==> config.mk <==
export PLATFORM = sky130hd
export DESIGN_NAME = data_split
export DESIGN_NICKNAME = d
export VERILOG_FILES = /design/src/rtl/data_width_pkg.sv /design/src/rtl/data_split_pend.sv /design/src/rtl/data_split.sv
export SDC_FILE = /design/constraint.sdc
export NUM_CORES = 1
export LEC_CHECK = 0
export CAP_MARGIN = 20
export CORE_MARGIN = 1
export CORE_UTILIZATION = 61
export CTS_BUF_LIST = sky130_fd_sc_hd__clkbuf_4
export DETAILED_ROUTE_END_ITERATION = 12
export DONT_BUFFER_PORTS = 1
export MAX_ROUTING_LAYER = met4
export PLACE_DENSITY = 0.8
export SLEW_MARGIN = 10
export SYNTH_ARGS = -nofsm -noshare
export SYNTH_HDL_FRONTEND = slang
export SYNTH_SLANG_ARGS = --single-unit
==> constraint.sdc <==
create_clock -name clk -period 2.3 [get_ports clk]
set_input_delay 0.69 -clock clk [delete_from_list [all_inputs] [get_ports clk]]
set_output_delay 0.69 -clock clk [all_outputs]
set_load 0.1 [all_outputs]
==> src/rtl/data_width_pkg.sv <==
// ----------------------------------------------------------------------------
// data_width_pkg
//   Widths shared by the 8-bit <-> 2-bit split and consolidation paths,
//   plus the state type used by the splitter FSM.
//   SYM_W        narrow link symbol width
//   WORD_W       word width on the wide side
//   SYM_PER_WORD symbols that make up one word
// ----------------------------------------------------------------------------
package data_width_pkg;

  localparam int SYM_W        = 2;
  localparam int WORD_W       = 8;
  localparam int SYM_PER_WORD = WORD_W / SYM_W;

  typedef enum logic {
    IDLE  = 1'b0,
    SHIFT = 1'b1
  } ds_state_t;

endpackage

==> src/rtl/data_split_pend.sv <==
// ----------------------------------------------------------------------------
// data_split_pend
//   One-entry holding register for the word that arrives while the splitter
//   is still shifting out the previous one.
//   Ports:
//     clk, rst     clock / synchronous active-high reset
//     i_load       capture i_din, mark entry valid
//     i_drain      entry consumed, mark invalid
//     i_din        word to capture
//     o_pend       held word
//     o_pend_vld   entry holds a word
// ----------------------------------------------------------------------------
module data_split_pend #(
  parameter int W = 8
) (
  input  logic         clk,
  input  logic         rst,
  input  logic         i_load,
  input  logic         i_drain,
  input  logic [W-1:0] i_din,
  output logic [W-1:0] o_pend,
  output logic         o_pend_vld
);

  logic [W-1:0] r_pend;
  logic         r_pend_vld;

  // load and drain never coincide: the source is stalled while the entry is
  // full, so load wins only as a defensive ordering.
  always_ff @(posedge clk) begin
    if (rst) begin
      r_pend     <= '0;
      r_pend_vld <= 1'b0;
    end else if (i_load) begin
      r_pend     <= i_din;
      r_pend_vld <= 1'b1;
    end else if (i_drain) begin
      r_pend_vld <= 1'b0;
    end
  end

  assign o_pend     = r_pend;
  assign o_pend_vld = r_pend_vld;

endmodule

==> src/rtl/data_split.sv <==
// ----------------------------------------------------------------------------
// data_split
//   Width splitter: DIN_W-bit words in, DOUT_W-bit symbols out, MSB symbol
//   first. A one-word pending buffer lets the next word be accepted while the
//   current one shifts out, so back-to-back words leave with no bubble.
//   Ports:
//     clk        clock, rising edge
//     rst        synchronous reset, active-high
//     din        input word
//     din_en     din valid; accepted when din_en & din_rdy
//     din_rdy    can accept a word this cycle (combinational, !pend_vld)
//     dout       output symbol (registered)
//     dout_en    dout valid (registered)
//     dout_last  final symbol of a word (registered, only with
//                DATA_SPLIT_LAST_EN defined)
//   Config macro: DATA_SPLIT_LAST_EN adds the dout_last output.
// ----------------------------------------------------------------------------
module data_split
  import data_width_pkg::*;
#(
  parameter int DIN_W  = WORD_W,
  parameter int DOUT_W = SYM_W
) (
  input  logic              clk,
  input  logic              rst,
  input  logic [DIN_W-1:0]  din,
  input  logic              din_en,
  output logic              din_rdy,
  output logic [DOUT_W-1:0] dout,
  output logic              dout_en
`ifdef DATA_SPLIT_LAST_EN
  ,
  output logic              dout_last
`endif
);

  localparam int RATIO = DIN_W / DOUT_W;
  localparam int CNT_W = $clog2(RATIO) + 1;
  localparam logic [CNT_W-1:0] CNT_LAST = CNT_W'(RATIO);
  localparam logic [CNT_W-1:0] CNT_ONE  = CNT_W'(1);

  ds_state_t         r_state, w_state_nxt;
  logic [CNT_W-1:0]  r_cnt, w_cnt_nxt;
  logic [DIN_W-1:0]  r_sreg, w_sreg_nxt;
  logic [DOUT_W-1:0] r_dout, w_dout_nxt;
  logic              r_dout_en, w_dout_en_nxt;

  logic              w_accept;
  logic              w_at_last;
  logic              w_ld;
  logic [DIN_W-1:0]  w_ld_word;
  logic              w_pend_load;
  logic              w_pend_drain;
  logic [DIN_W-1:0]  w_pend;
  logic              w_pend_vld;

  assign din_rdy   = !w_pend_vld;
  assign w_accept  = din_en && din_rdy;
  assign w_at_last = (r_cnt == CNT_LAST);

  data_split_pend #(.W(DIN_W)) u_pend (
    .clk        (clk),
    .rst        (rst),
    .i_load     (w_pend_load),
    .i_drain    (w_pend_drain),
    .i_din      (din),
    .o_pend     (w_pend),
    .o_pend_vld (w_pend_vld)
  );

  always_comb begin
    w_state_nxt   = r_state;
    w_cnt_nxt     = r_cnt;
    w_sreg_nxt    = r_sreg;
    w_dout_nxt    = r_dout;
    w_dout_en_nxt = r_dout_en;
    w_pend_load   = 1'b0;
    w_pend_drain  = 1'b0;
    w_ld          = 1'b0;
    w_ld_word     = din;

    case (r_state)
      IDLE: begin
        // pend is always empty here: it only fills mid-word and is emptied
        // at that word's last symbol.
        if (w_accept) w_ld = 1'b1;
        else          w_dout_en_nxt = 1'b0;
      end
      SHIFT: begin
        if (!w_at_last) begin
          w_dout_nxt = r_sreg[DIN_W-1 -: DOUT_W];
          w_sreg_nxt = r_sreg << DOUT_W;
          w_cnt_nxt  = r_cnt + 1'b1;
          if (w_accept) w_pend_load = 1'b1;
        end else if (w_pend_vld) begin
          w_ld         = 1'b1;
          w_ld_word    = w_pend;
          w_pend_drain = 1'b1;
        end else if (w_accept) begin
          w_ld = 1'b1;
        end else begin
          w_dout_en_nxt = 1'b0;
          w_cnt_nxt     = '0;
          w_state_nxt   = IDLE;
        end
      end
      default: w_state_nxt = IDLE;
    endcase

    // Loading a word puts its MSB symbol straight onto dout; the remaining
    // bits sit left-aligned in sreg.
    if (w_ld) begin
      w_dout_nxt    = w_ld_word[DIN_W-1 -: DOUT_W];
      w_sreg_nxt    = w_ld_word << DOUT_W;
      w_cnt_nxt     = CNT_ONE;
      w_dout_en_nxt = 1'b1;
      w_state_nxt   = SHIFT;
    end
  end

  always_ff @(posedge clk) begin
    if (rst) begin
      r_state   <= IDLE;
      r_cnt     <= '0;
      r_sreg    <= '0;
      r_dout    <= '0;
      r_dout_en <= 1'b0;
    end else begin
      r_state   <= w_state_nxt;
      r_cnt     <= w_cnt_nxt;
      r_sreg    <= w_sreg_nxt;
      r_dout    <= w_dout_nxt;
      r_dout_en <= w_dout_en_nxt;
    end
  end

  assign dout    = r_dout;
  assign dout_en = r_dout_en;

`ifdef DATA_SPLIT_LAST_EN
  logic r_last;

  // cnt counts the symbol now on dout, so the final one is cnt==RATIO.
  always_ff @(posedge clk) begin
    if (rst) r_last <= 1'b0;
    else     r_last <= w_dout_en_nxt && (w_cnt_nxt == CNT_LAST);
  end

  assign dout_last = r_last;
`endif

endmodule

==> results.md <==
- Hold Startpoint: rst
- Reg-to-Reg Start: r_cnt[0]
- Maxcap violations: 0
- CTS tree: done
- Synth Flop Type: dfxtp_1
- Routed WL per cell: 14.5 um
- Number of vias per cell: 6.09
- Worst hold endpoint: u_pend.o_pend[4]
- Die ar.: 0.00183 mm^2
- Final core utilization: 0.698
- Synth area leaders: dfxtp_1 44%, mux2i_1 17%, a32o_1 5.9%, nand2_1 4.4%, or2_0 3.7%
- Vias: 749
- Hold depth: 1
- Initial antenna violation count: 0
- Synth Area per Inst: roughly 9.7 um^2
- Worst path cell trace: inv_1, ha_1, nand4_1, buf_4, mux2i_1, nand2_1, a32o_1
- CP max stage cell: dfxtp_1
- Clock sinks: 22
- Clk_lat worst skew: 0.30 ns
- Skew final: 0.00315 ns
- Sequential share of the synthesized area: 0.435
- Nets: roughly 120
- Commonest cells post-synth: 22 x dfxtp_1, 17 x mux2i_1, 12 x nand2_1, 9 x nor2_1
- Slew Viols, Final: 0
- Pwr dens: 724 mW/mm^2
- Multi-input gate area: 524 um^2
- Grt ovf: 0
- Num CTS Buffers: 3
- Vias in the first global route: 709
- DP Wirelength: 1310 um
- Cell accounting for the most synthesized area: dfxtp_1
- Antenna viol nets, final: 0
- Fillers: 125
- Fraction of registers with async set/reset: 0
- FMAX: 0.532 GHz
- Share of cells above drive strength 1: 0.131
- Worst path top cell family by delay: simple AND/OR/NAND/NOR gates
- H-Tree Level Count: 1
- Final worst path period share: 0.818
- Status: finished, final reports clean
- Hold buffers post-CTS: 0
- Row Count: 14
- Die height: 42.7 um
- CTS resizes: 0
- WP data required: 2.50 ns
- TNS Setup: 0 ns
- Hold Path Class: input port to register
- Hold Violations, Final: 0
- Data arrival, critical path: between 2 and 2.5 ns
- First-pass GRT wire length: around 3000 um
- FF-to-FF End: r_sreg[4]
- Die W: between 40 and 50 um
- Mapped Cells: 104
- WP buf/inv: 2
- CP Launch Type: register
- Worst Reg-to-Reg Cells: 7
- 1st-pass router iterations: 4
- Syn Nets: about 120
- Final setup vio count: 0
- Core ar.: about 0.0015 mm^2
- Maximum VDD drop: 0.491 mV
- Worst-path clk slew: 0.11 ns
- Yosys cell types: 27
- Post-synth EDFFs: 0
- Bufs on Longest Clock Path: 2
- Setup bufs post-CTS: 0
- Slew HR: 0.598
- Register area: about 440 um^2
- WL final: 1780 um
- GRT Overall Usage: 0.218
- Warnings, synthesis: 0
- Clk root buf: clkbuf_4
- Final Wtd Congestion: between 0.9 and 1
- Largest net degree at the start of global routing: 18
- Crit end category: register
- Slew @ Worst Pin: 0.602 ns
- Area grow syn2layout: 5.07%
- Post-layout min period: 1.88 ns
- R2R Setup Slk: between 0.4 and 0.5 ns
- IO Count: 15
- RSZ-0062 raised after global routing: false
- Crit Path Class: register to register
- CP max FO: 6
- Leak: just over 0.5 nW
- Post-synth top area share: 0.435
- Drt drc: 0
- Most numerous cell in the Yosys netlist: dfxtp_1
- Cell Area, Synth: 0.00101 mm^2
- Initial core utilization: 0.664
- IO buf count: 0
- Starting DRT DRC Count: 9
- ANT cells: 0
- Critical Path Max Stage Delay: 0.35 ns
- Synth Register Bits: 22
==> report_power, final <==
| part | switching (mW) | internal [mW] | leakage (nW) | total, mW |
|---|---|---|---|---|
| clock | 0.102 | 0.0610 | 0.0138 | 0.164 |
| combinational | 0.115 | 0.0621 | 0.309 | 0.177 |
| sequential | 0.0186 | 0.411 | 0.180 | 0.430 |
==> stage by stage <==
stage	total power, mW	cell area [um^2]	instances	worst slack [ns]	hold slack [ns]
finish	0.770	1060	123	0.419	0.447
global route	0.809	1060	123	0.293	0.428
CTS	0.777	1060	123	0.413	0.438
detailed placement	0.615	1040	120	0.437	0.441
global placement	0.609	1040	120	0.491	0.428
floorplan	0.591	1010	104	0.486	0.418
==> registers in the layout (all words and copies together), names as in the netlist <==
name and flops:
dout 2, dout_en 1, r_cnt 3, r_sreg 6
r_state 1, u_pend.o_pend 8, u_pend.o_pend_vld 1
==> cells by family after synthesis <==
logic type | count (synthesis) | synth area share
adders and majority gates | 2 | 0.0247
muxes | 18 | 0.179
DFF | 22 | 0.435
AOI/OAI and AO/OA | 17 | 0.145
and+or+nand+nor | 35 | 0.169
buffers and inverters | 10 | 0.0470
==> worst max-delay path by stage <==
stage,startpoint,end,depth (start not counted)
final,r_cnt[0],r_sreg[4],7
after global routing,r_cnt[0],r_sreg[7],7
after CTS,r_cnt[0],r_sreg[4],7
after detailed placement,r_cnt[0],r_sreg[7],7
after global placement,r_cnt[0],r_sreg[7],7
after floorplan,din_en,r_sreg[6],5
==> final cells by class <==
type,count,share of cell area
Multi-Input combinational cell,72,0.493
Sequential cell,22,0.414
Timing Repair Buffer,5,0.0353
Inverter,5,0.0176
Clock buffer,3,0.0212
Tap cell,16,0.0188
==> cell usage in the layout (no fill, tap or decap), drive strengths merged, types with 2 or more instances in the layout <==
cell type / synthesis / routed
buf: 4 / 5
a211oi: 2 / 2
nor3: 2 / 2
o31ai: 2 / 2
mux2i: 17 / 17
or2: 8 / 8
inv: 5 / 5
nor2: 9 / 9
ha: 2 / 2
dfxtp: 22 / 22
nand2: 12 / 12
clkbuf: 1 / 3
a21oi: 4 / 4
a32o: 6 / 6
==> routing by layer <==
layer,vias up,share of wire,GRT usage
met3,6,0.042,0.0383
met5,-,0,-
met1,350,0.45,0.284
li1,375,-,-
met2,18,0.49,0.333
met4,0,0.018,0.0938
==> worst register-to-register path, stage by stage, from the launching register on <==
cell,delay (ns)
dfxtp_1,0.35
inv_1,0.06
ha_1,0.26
nand4_1,0.34
buf_4,0.30
mux2i_1,0.16
nand2_1,0.07
a32o_1,0.25
Note: power is estimated with default switching activity, not from simulation.
